**config.mk**
```make
export PLATFORM = sky130hd
export DESIGN_NAME = traffic_phase_ctrl
export DESIGN_NICKNAME = d
export VERILOG_FILES = /design/src/rtl/traffic_pkg.sv /design/src/rtl/phase_timer.sv /design/src/rtl/traffic_phase_ctrl.sv
export SDC_FILE = /design/constraint.sdc
export NUM_CORES = 1
export LEC_CHECK = 0
export ABC_AREA = 1
export CAP_MARGIN = 10
export CORE_MARGIN = 2
export CORE_UTILIZATION = 50
export DETAILED_ROUTE_END_ITERATION = 10
export MAX_ROUTING_LAYER = met4
export PLACE_DENSITY = 0.78
export SYNTH_ARGS = -nofsm -noshare
export SYNTH_HDL_FRONTEND = slang
export SYNTH_SLANG_ARGS = --single-unit
```
**constraint.sdc**
```tcl
create_clock -name clk_100MHz -period 5.35 [get_ports clk_100MHz]
set_input_delay 1.07 -clock clk_100MHz [delete_from_list [all_inputs] [get_ports clk_100MHz]]
set_output_delay 1.07 -clock clk_100MHz [all_outputs]
set_load 0.05 [all_outputs]
```
**src/rtl/traffic_pkg.sv**
```systemverilog
// Shared types and constants for the intersection phase sequencer.
package traffic_pkg;

  // Width of the phase down-counter; every duration fits in 1..255 ticks.
  localparam int TMR_W = 8;

  // Sequencer phases, 3-bit encoded.
  typedef enum logic [2:0] {
    ST_NS_GREEN  = 3'd0,
    ST_NS_YELLOW = 3'd1,
    ST_ALLRED_A  = 3'd2,
    ST_EW_GREEN  = 3'd3,
    ST_EW_YELLOW = 3'd4,
    ST_ALLRED_B  = 3'd5,
    ST_WALK      = 3'd6,
    ST_FLASH     = 3'd7
  } phase_t;

  // Lamp drive patterns, {R,Y,G}.
  localparam logic [2:0] LAMP_R   = 3'b100;
  localparam logic [2:0] LAMP_Y   = 3'b010;
  localparam logic [2:0] LAMP_G   = 3'b001;
  localparam logic [2:0] LAMP_OFF = 3'b000;

endpackage

```
**src/rtl/phase_timer.sv**
```systemverilog
// Phase duration down-counter: loaded with (duration-1) on phase entry,
// counts 1 Hz ticks, and flags the terminal tick of the phase.
module phase_timer
  import traffic_pkg::*;
#(
  parameter logic [TMR_W-1:0] RST_VAL = '0
) (
  input  logic             clk_100MHz,
  input  logic             rst,
  input  logic             load,
  input  logic [TMR_W-1:0] load_val,
  input  logic             tick,
  output logic             done
);

  logic [TMR_W-1:0] count_reg;

  // Load takes priority; otherwise decrement on tick and park at zero.
  always_ff @(posedge clk_100MHz or posedge rst) begin
    if (rst) begin
      count_reg <= RST_VAL;
    end else if (load) begin
      count_reg <= load_val;
    end else if (tick && (count_reg != '0)) begin
      count_reg <= count_reg - 1'b1;
    end
  end

  // The phase ends on the tick that finds the counter already at zero.
  assign done = tick && (count_reg == '0);

endmodule

```
**src/rtl/traffic_phase_ctrl.sv**
```systemverilog
// Two-road intersection phase sequencer with pedestrian service and night flash.
// Lamp outputs are Moore, registered from the current phase.
module traffic_phase_ctrl
  import traffic_pkg::*;
#(
  parameter int T_GREEN_NS = 10,
  parameter int T_GREEN_EW = 6,
  parameter int T_YELLOW   = 3,
  parameter int T_ALLRED   = 1,
  parameter int T_WALK     = 8
) (
  input  logic       clk_100MHz,
  input  logic       rst,
  input  logic       tick,
  input  logic       ew_car,
  input  logic       ped_req,
  input  logic       flash,
  output logic [2:0] ns_light,
  output logic [2:0] ew_light,
  output logic       walk,
  output logic       ped_pending
);

  localparam logic [TMR_W-1:0] LD_GREEN_NS = TMR_W'(T_GREEN_NS - 1);
  localparam logic [TMR_W-1:0] LD_GREEN_EW = TMR_W'(T_GREEN_EW - 1);
  localparam logic [TMR_W-1:0] LD_YELLOW   = TMR_W'(T_YELLOW - 1);
  localparam logic [TMR_W-1:0] LD_ALLRED   = TMR_W'(T_ALLRED - 1);
  localparam logic [TMR_W-1:0] LD_WALK     = TMR_W'(T_WALK - 1);

  phase_t           state_reg, state_next;
  logic             timer_load, timer_done;
  logic [TMR_W-1:0] timer_val;
  logic             ped_reg, ped_next;
  logic             flash_on_reg, flash_on_next;
  logic [2:0]       ns_reg, ns_next, ew_reg, ew_next;
  logic             walk_reg, walk_next;

  phase_timer #(
    .RST_VAL (LD_ALLRED)
  ) u_timer (
    .clk_100MHz (clk_100MHz),
    .rst        (rst),
    .load       (timer_load),
    .load_val   (timer_val),
    .tick       (tick),
    .done       (timer_done)
  );

  // Next phase and timer reload on every phase change.
  always_comb begin
    state_next = state_reg;
    timer_val  = '0;
    case (state_reg)
      ST_NS_GREEN:  if (timer_done && (ew_car || ped_reg)) state_next = ST_NS_YELLOW;
      ST_NS_YELLOW: if (timer_done) state_next = ST_ALLRED_A;
      ST_ALLRED_A:  if (timer_done) state_next = flash ? ST_FLASH : ST_EW_GREEN;
      ST_EW_GREEN:  if (timer_done) state_next = ST_EW_YELLOW;
      ST_EW_YELLOW: if (timer_done) state_next = ST_ALLRED_B;
      ST_ALLRED_B: begin
        if (timer_done) begin
          if (flash)        state_next = ST_FLASH;
          else if (ped_reg) state_next = ST_WALK;
          else              state_next = ST_NS_GREEN;
        end
      end
      ST_WALK:      if (timer_done) state_next = ST_NS_GREEN;
      ST_FLASH:     if (tick && !flash) state_next = ST_ALLRED_B;
      default:      state_next = ST_ALLRED_B;
    endcase
    timer_load = (state_next != state_reg);
    case (state_next)
      ST_NS_GREEN:  timer_val = LD_GREEN_NS;
      ST_NS_YELLOW: timer_val = LD_YELLOW;
      ST_ALLRED_A:  timer_val = LD_ALLRED;
      ST_EW_GREEN:  timer_val = LD_GREEN_EW;
      ST_EW_YELLOW: timer_val = LD_YELLOW;
      ST_ALLRED_B:  timer_val = LD_ALLRED;
      ST_WALK:      timer_val = LD_WALK;
      default:      timer_val = '0;
    endcase
  end

  // Lamp decode of the current phase, pedestrian latch and flash blink phase.
  always_comb begin
    ns_next   = LAMP_R;
    ew_next   = LAMP_R;
    walk_next = 1'b0;
    case (state_reg)
      ST_NS_GREEN:  ns_next = LAMP_G;
      ST_NS_YELLOW: ns_next = LAMP_Y;
      ST_EW_GREEN:  ew_next = LAMP_G;
      ST_EW_YELLOW: ew_next = LAMP_Y;
      ST_WALK:      walk_next = 1'b1;
      ST_FLASH: begin
        ns_next = flash_on_reg ? LAMP_Y : LAMP_OFF;
        ew_next = flash_on_reg ? LAMP_R : LAMP_OFF;
      end
      default: begin
        ns_next = LAMP_R;
        ew_next = LAMP_R;
      end
    endcase
    // Entering WALK serves the request, even if the button is still pressed.
    if ((state_next == ST_WALK) && (state_reg != ST_WALK)) ped_next = 1'b0;
    else                                                   ped_next = ped_reg | ped_req;
    // Flash starts lit, then toggles on every tick while flashing.
    flash_on_next = flash_on_reg;
    if ((state_next == ST_FLASH) && (state_reg != ST_FLASH)) flash_on_next = 1'b1;
    else if ((state_reg == ST_FLASH) && tick)                flash_on_next = ~flash_on_reg;
  end

  // Phase, latch and lamp registers; reset parks in all-red clearance.
  always_ff @(posedge clk_100MHz or posedge rst) begin
    if (rst) begin
      state_reg    <= ST_ALLRED_B;
      ped_reg      <= 1'b0;
      flash_on_reg <= 1'b0;
      ns_reg       <= LAMP_R;
      ew_reg       <= LAMP_R;
      walk_reg     <= 1'b0;
    end else begin
      state_reg    <= state_next;
      ped_reg      <= ped_next;
      flash_on_reg <= flash_on_next;
      ns_reg       <= ns_next;
      ew_reg       <= ew_next;
      walk_reg     <= walk_next;
    end
  end

  assign ns_light    = ns_reg;
  assign ew_light    = ew_reg;
  assign walk        = walk_reg;
  assign ped_pending = ped_reg;

endmodule
```
* Word level (Yosys, flattened, before mapping)
Index checks and enable logic that the tools add are counted. Widths: inputs -> output; s select.
Cells by class: bitwise operators 2, $add $sub $neg 1, equality and inequality tests 15, mux-type cells 23, reductions and logical operators 16
Operators with widths (number):
- $mux 3 | 12
- $pmux 3 s8 | 1
- $eq 3x3->1 const B | 7
- $pmux 3 s3 | 2
- $mux 8 | 2
- $pmux 4 s4 | 1
- $eq 3x2->1 const B | 3
- $logic_not 8->1 | 1
- $reduce_bool 8->1 | 1
- $sub 8x1->8 const B | 1
- $logic_and 1x1->1 | 7
- $eq 3x1->1 const B | 2
- $logic_not 3->1 | 2
- $ne 3x3->1 const B | 2
- $mux 1 | 4
- $reduce_bool 2->1 | 2
- $ne 3x3->1 | 1
- $mux 2 | 1
- $reduce_or 2->1 | 1
- $logic_not 1->1 | 1
- $logic_or 1x1->1 | 1
- $not 1->1 | 1
- $or 1x1->1 | 1
Storage, ports and cells: logic and storage cells 64, input port bits 6, output and inout port bits 8, bits in registers 20

* Logic depth before layout (Yosys ltp)
depth in word-level cells 9, mapped depth 14, mapped depth without buffers 14

* Cells and area by module
From an unflattened synthesis, not the netlist that was laid out.
Second synthesis, totals: cells, all modules 200, area total of the unflattened synthesis 1393.8 um^2
Modules (own cells, without submodules):
- traffic_phase_ctrl | cells each 114, seq. area each 305.3 um^2, instances 1, area each 824.5 um^2
- phase_timer | cells each 86, seq. area each 200.2 um^2, instances 1, area each 569.3 um^2

* Worst setup path before layout
OpenSTA, ideal clock, no wires.
kind input to register, start in tick, end reg u_timer.count_reg[0], setup time 128 ps, data arrival time 2022 ps, cell stages on the path 9, path buffers 0, slack 3200 ps, data required time 5222 ps, cells stage by stage inv_1 nor2_2 nand2_4 nand2_4 nand2_2 a32oi_2 nand2_4 nand2_2 o211ai_2
On the way: word-level cells in the longest chain between the ends 8, elaborated cells between the ends (all ways) 23
Ends and longest elaborated chain:
- start: declaration | line traffic_phase_ctrl.sv:14 | input logic tick,
- $logic_and 1x1->1 | line phase_timer.sv:30 | assign done = tick && (count_reg == '0);
- $logic_and 1x1->1 | line traffic_phase_ctrl.sv:54 | ST_NS_GREEN: if (timer_done && (ew_car || ped_reg)) state_next = ST_NS_YELLOW;
- $mux 3 | line traffic_phase_ctrl.sv:54
- $pmux 3 s8 | line traffic_phase_ctrl.sv:53 | case (state_reg)
- $eq 3x3->1 / $eq 3x1->1 (equally long branches) | line traffic_phase_ctrl.sv:71 | case (state_next)
- $reduce_or 2->1 (no source line)
- $pmux 4 s4 | line traffic_phase_ctrl.sv:71
- $mux 8 | line phase_timer.sv:22 | end else if (load) begin
- end signal: assignment | line phase_timer.sv:23 | count_reg <= load_val;
- end signal: assignment | line phase_timer.sv:25 | count_reg <= count_reg - 1'b1;
- end: declaration | line phase_timer.sv:16 | logic [TMR_W-1:0] count_reg;
Several ways; a longest one is shown, not always the timed one. A chain may end at the register's enable or synchronous reset.

* Worst setup path after layout
start reg ew_reg[2] (netlist: ew_light[2]), end out ew_light[2]
RTL lines:
- start: declaration | line traffic_phase_ctrl.sv:35 | logic [2:0] ns_reg, ns_next, ew_reg, ew_next;
- start signal: assignment | line traffic_phase_ctrl.sv:126 | ew_reg <= ew_next;
- end: declaration | line traffic_phase_ctrl.sv:19 | output logic [2:0] ew_light,
No word-level cell between the ends.

==> qor.csv <==
stage,metric,value,unit
routing,route.detailed.drc,0,
global_routing,globalRouteOverflowTotal,0,
cts,clock-sinks,20,
layout,finish.net_count,172,
synthesis,synth_most_common_cell,sky130_fd_sc_hd__nand2_1,
pwr,max-vdd-ir-drop,0.341,mV
min_path,hold-path-endpoint,u_timer.count_reg[7],
worst_setup_path,worst_path_largest_cell_delay,0.79,ns
synthesis,synth.top_cells.by_area,"sky130_fd_sc_hd__dfrtp_1, sky130_fd_sc_hd__dfstp_2, sky130_fd_sc_hd__nand2_1",
sta,timing.final.crit_share,0.505,
routing,detail_route.vias_per_cell,5.15,
layout,final_core_utilization,0.600,
synthesis,post_synth_fa_ha_maj_area_fraction,0.0199,
floorplan,io_pins,14,
worst_setup_path,setup_crit_end_kind,output port,
pwr,netSwitchingFraction,0.493,
synthesis,synth-xor-area-share,0.0348,
placed_design,number_of_buffer_cells_added_on_primary_ports,13,
synthesis,avgSynthCellArea,8.57,um2
worst_setup_path,r2r_setup_slack,3.38,ns
global_routing,antenna_found_initial,0,
synthesis,postSynth.asyncResetShare,1.00,
sta,maxSlewHeadroom,0.498,
min_path,hold_path_cells,2,
cts,cts-buffers-inserted,3,
layout,drive_above_1_share,0.270,
pwr,pwr-share-seq,0.323,
layout,insertedDiodeCount,0,
flow_run,cap_violations,0,
cts,cts_resized,0,
pwr,power.total,841,uW
worst_setup_path,critPathMaxFanout,1,
status,status,finished clean,
floorplan,die_x,54.2,um
worst_setup_path,cp_data_arrival_time,1.63,ns
synthesis,ys_dominant_reg_cell,sky130_fd_sc_hd__dfrtp_1,
worst_setup_path,criticalPathCategory,reg2out,
synthesis,synth_enable_flop_cells,0,
floorplan,area_of_the_die,2940,um2
cts,cts_setup_buffers,0,
placed_design,post-place-ws,2.40,ns
synthesis,synth_top_area_cell,sky130_fd_sc_hd__dfrtp_1,
placed_design,gp_congestion,0.874,
synthesis,yosys_warning_total,0,
layout,largest_reg_flops,8,
synthesis,synth_sequential_area_ratio,0.401,
sta,maxClockFrequency,0.370,GHz
worst_setup_path,ff2ff_path_depth,11,
worst_setup_path,cp.required,4.28,ns
pwr,switchingPower,415,uW
synthesis,compound_gate_fraction_of_synth_area,0.0914,
worst_setup_path,critical_path.reg2reg.endpoint,u_timer.count_reg[0],
global_routing,grtUsageTotal,0.195,
placed_design,placedInstanceArea,1420,um2
synthesis,postSynthNetCount,155,
sta,grt_setup_unrepaired,false,
worst_setup_path,cp_cell_sequence,clkdlybuf4s50_1,
sta,maxSlewViolCount,0,
sta,post-route-worst-setup-slack,2.65,ns
placed_design,half_perimeter_wire_length_after_placement,1810,um
pwr,power_density,576,nW/um2
synthesis,synth_top_area_frac,0.318,
synthesis,post_synth_and_or_nand_nor_area_fraction,0.391,
sta,finClkSkew,0.00211,ns
routing,detail_route.wirelength,2380,um
routing,drt.antenna.violating_nets,0,
sta,tns,0,ns
sta,slew_at_the_pin_closest_to_its_max_slew_limit,0.752,ns
cts,htree_levels,1,
pwr,internal-power,426,uW
synthesis,ys_seq_elements,20,
cts,clkSlewWorstSetupHoldPaths,0.11,ns
worst_setup_path,cp-start-kind,register,
cts,worstSkewPairLatency,0.31,ns
worst_setup_path,critPathTopFamily,buffers and inverters,
floorplan,rows,18,
floorplan,die_height,54.2,um
min_path,hp-start,u_timer.count_reg[7],
synthesis,synth.mux.area_fraction,0,
synthesis,synth_top_cells_by_count,"sky130_fd_sc_hd__nand2_1, sky130_fd_sc_hd__dfrtp_1, sky130_fd_sc_hd__inv_1, sky130_fd_sc_hd__nor2_1, sky130_fd_sc_hd__nand3_1",
sta,finalHoldViolCount,0,
global_routing,vias_in_the_first_global_route,904,
pwr,static-leakage-power,0.744,nW
synthesis,post_synth_num_cell_types,35,
worst_setup_path,rr_startpoint,u_timer.count_reg[0],
routing,route.vias.total,993,
synthesis,syn_area,1260,um2
worst_setup_path,worst-path-buf-inv,1,
cts,cts-root-to-sink-buffers,2,
sta,report.final.setup_viol,0,
floorplan,initial_core_util,0.518,
cts,master_cell_of_the_clock_root_buffer,sky130_fd_sc_hd__clkbuf_4,
routing,drt-initial-drc-count,24,
sta,min_period,2.70,ns
routing,wl_per_cell,12.3,um
layout,area_growth_syn_to_layout,15.8,%
layout,final_design_area_no_fill,1460,um2
routing,drt_first_pass_iters,4,
floorplan,core_region_area,2430,um2
pwr,power_frac_clock,0.107,
global_routing,first_pass_grt_wire_length,4010,um
worst_setup_path,critPathSlowestCell,sky130_fd_sc_hd__clkdlybuf4s50_1,
cts,cts.hold.buffers_added,0,
pwr,p_comb_frac,0.570,
global_routing,grt_max_degree,21,
synthesis,synth_top_family_by_area,simple AND/OR/NAND/NOR gates,
min_path,hold_class,reg2reg,
synthesis,cell_count_after_synthesis,147,
cts,tritoncts,done,
==> how the worst max path moves through the flow <==
| stage | cells after the start | to | startpoint | slack [ns] |
|---|---|---|---|---|
| final | 1 | ew_light[2] | ew_light[2] | 2.65 |
| after global routing | 11 | u_timer.count_reg[3] | tick | 2.57 |
| after CTS | 1 | ew_light[2] | ew_light[2] | 2.63 |
| after detailed placement | 10 | u_timer.count_reg[0] | tick | 2.40 |
| after global placement | 10 | u_timer.count_reg[0] | tick | 2.45 |
| after floorplan | 9 | u_timer.count_reg[0] | tick | 3.20 |
==> power groups by stage <==
| stage | Sequential, mW | Combinational [mW] | Clock, mW |
|---|---|---|---|
| 2_1_floorplan | 0.332 | 0.315 | 0 |
| 3_3_place_gp | 0.272 | 0.471 | 0 |
| 3_5_place_dp | 0.275 | 0.479 | 0 |
| 4_1_cts | 0.272 | 0.481 | 0.0936 |
| 5_1_grt | 0.280 | 0.531 | 0.0978 |
| 6_report | 0.272 | 0.479 | 0.0901 |
==> kinds of logic after synthesis <==
kind of cell	Yosys count
AND/OR/NAND/NOR	84
buffers and inverters	20
flip-flops	20
AO/OA/AOI/OAI	16
XOR/XNOR	5
adder cells (fa/ha/maj)	2
==> metrics by stage <==
step	cells	hold slack, ns
2_1_floorplan	147	0.512
3_3_place_gp	189	0.554
3_5_place_dp	189	0.561
4_1_cts	193	0.583
5_1_grt	193	0.597
6_report	193	0.581
==> placed cells by master (no fill, tap or decap), drive strengths merged <==
cell type and count:
xnor2 2, o211ai 2, nand2 40, nor2 21, dfstp 4, o21ai 7, clkdlybuf4s50 13, o22ai 1
clkinv 2, a32oi 1, ha 2, nor3 4, nand3b 1, dfrtp 16, o31ai 1, nand4 4
clkbuf 4, inv 17, a21oi 3, xor2 3, nand3 12, or2 2, o21bai 1
==> cell type report <==
class,count,area [um2]
fillers,212,973
multi-input cells,107,677
flip-flops and latches,20,505
repair buffers,13,130
inverters,19,72.6
well taps,30,37.5
clock buffers,4,36.3
==> per-layer routing <==
metal  routed length [um]  global-route usage
met1                 1100               0.253
met2                 1150               0.305
met3                   92              0.0250
met4                   36              0.0833
met5                    0                   -
==> tightest hold or removal path: cells and delay by family (launching register included) <==
family / cells / cell delay, ns
XOR/XNOR: 1 / 0.12
flip-flops: 1 / 0.40
AND/OR/NAND/NOR: 1 / 0.03
Note: power is estimated with default switching activity, not from simulation.
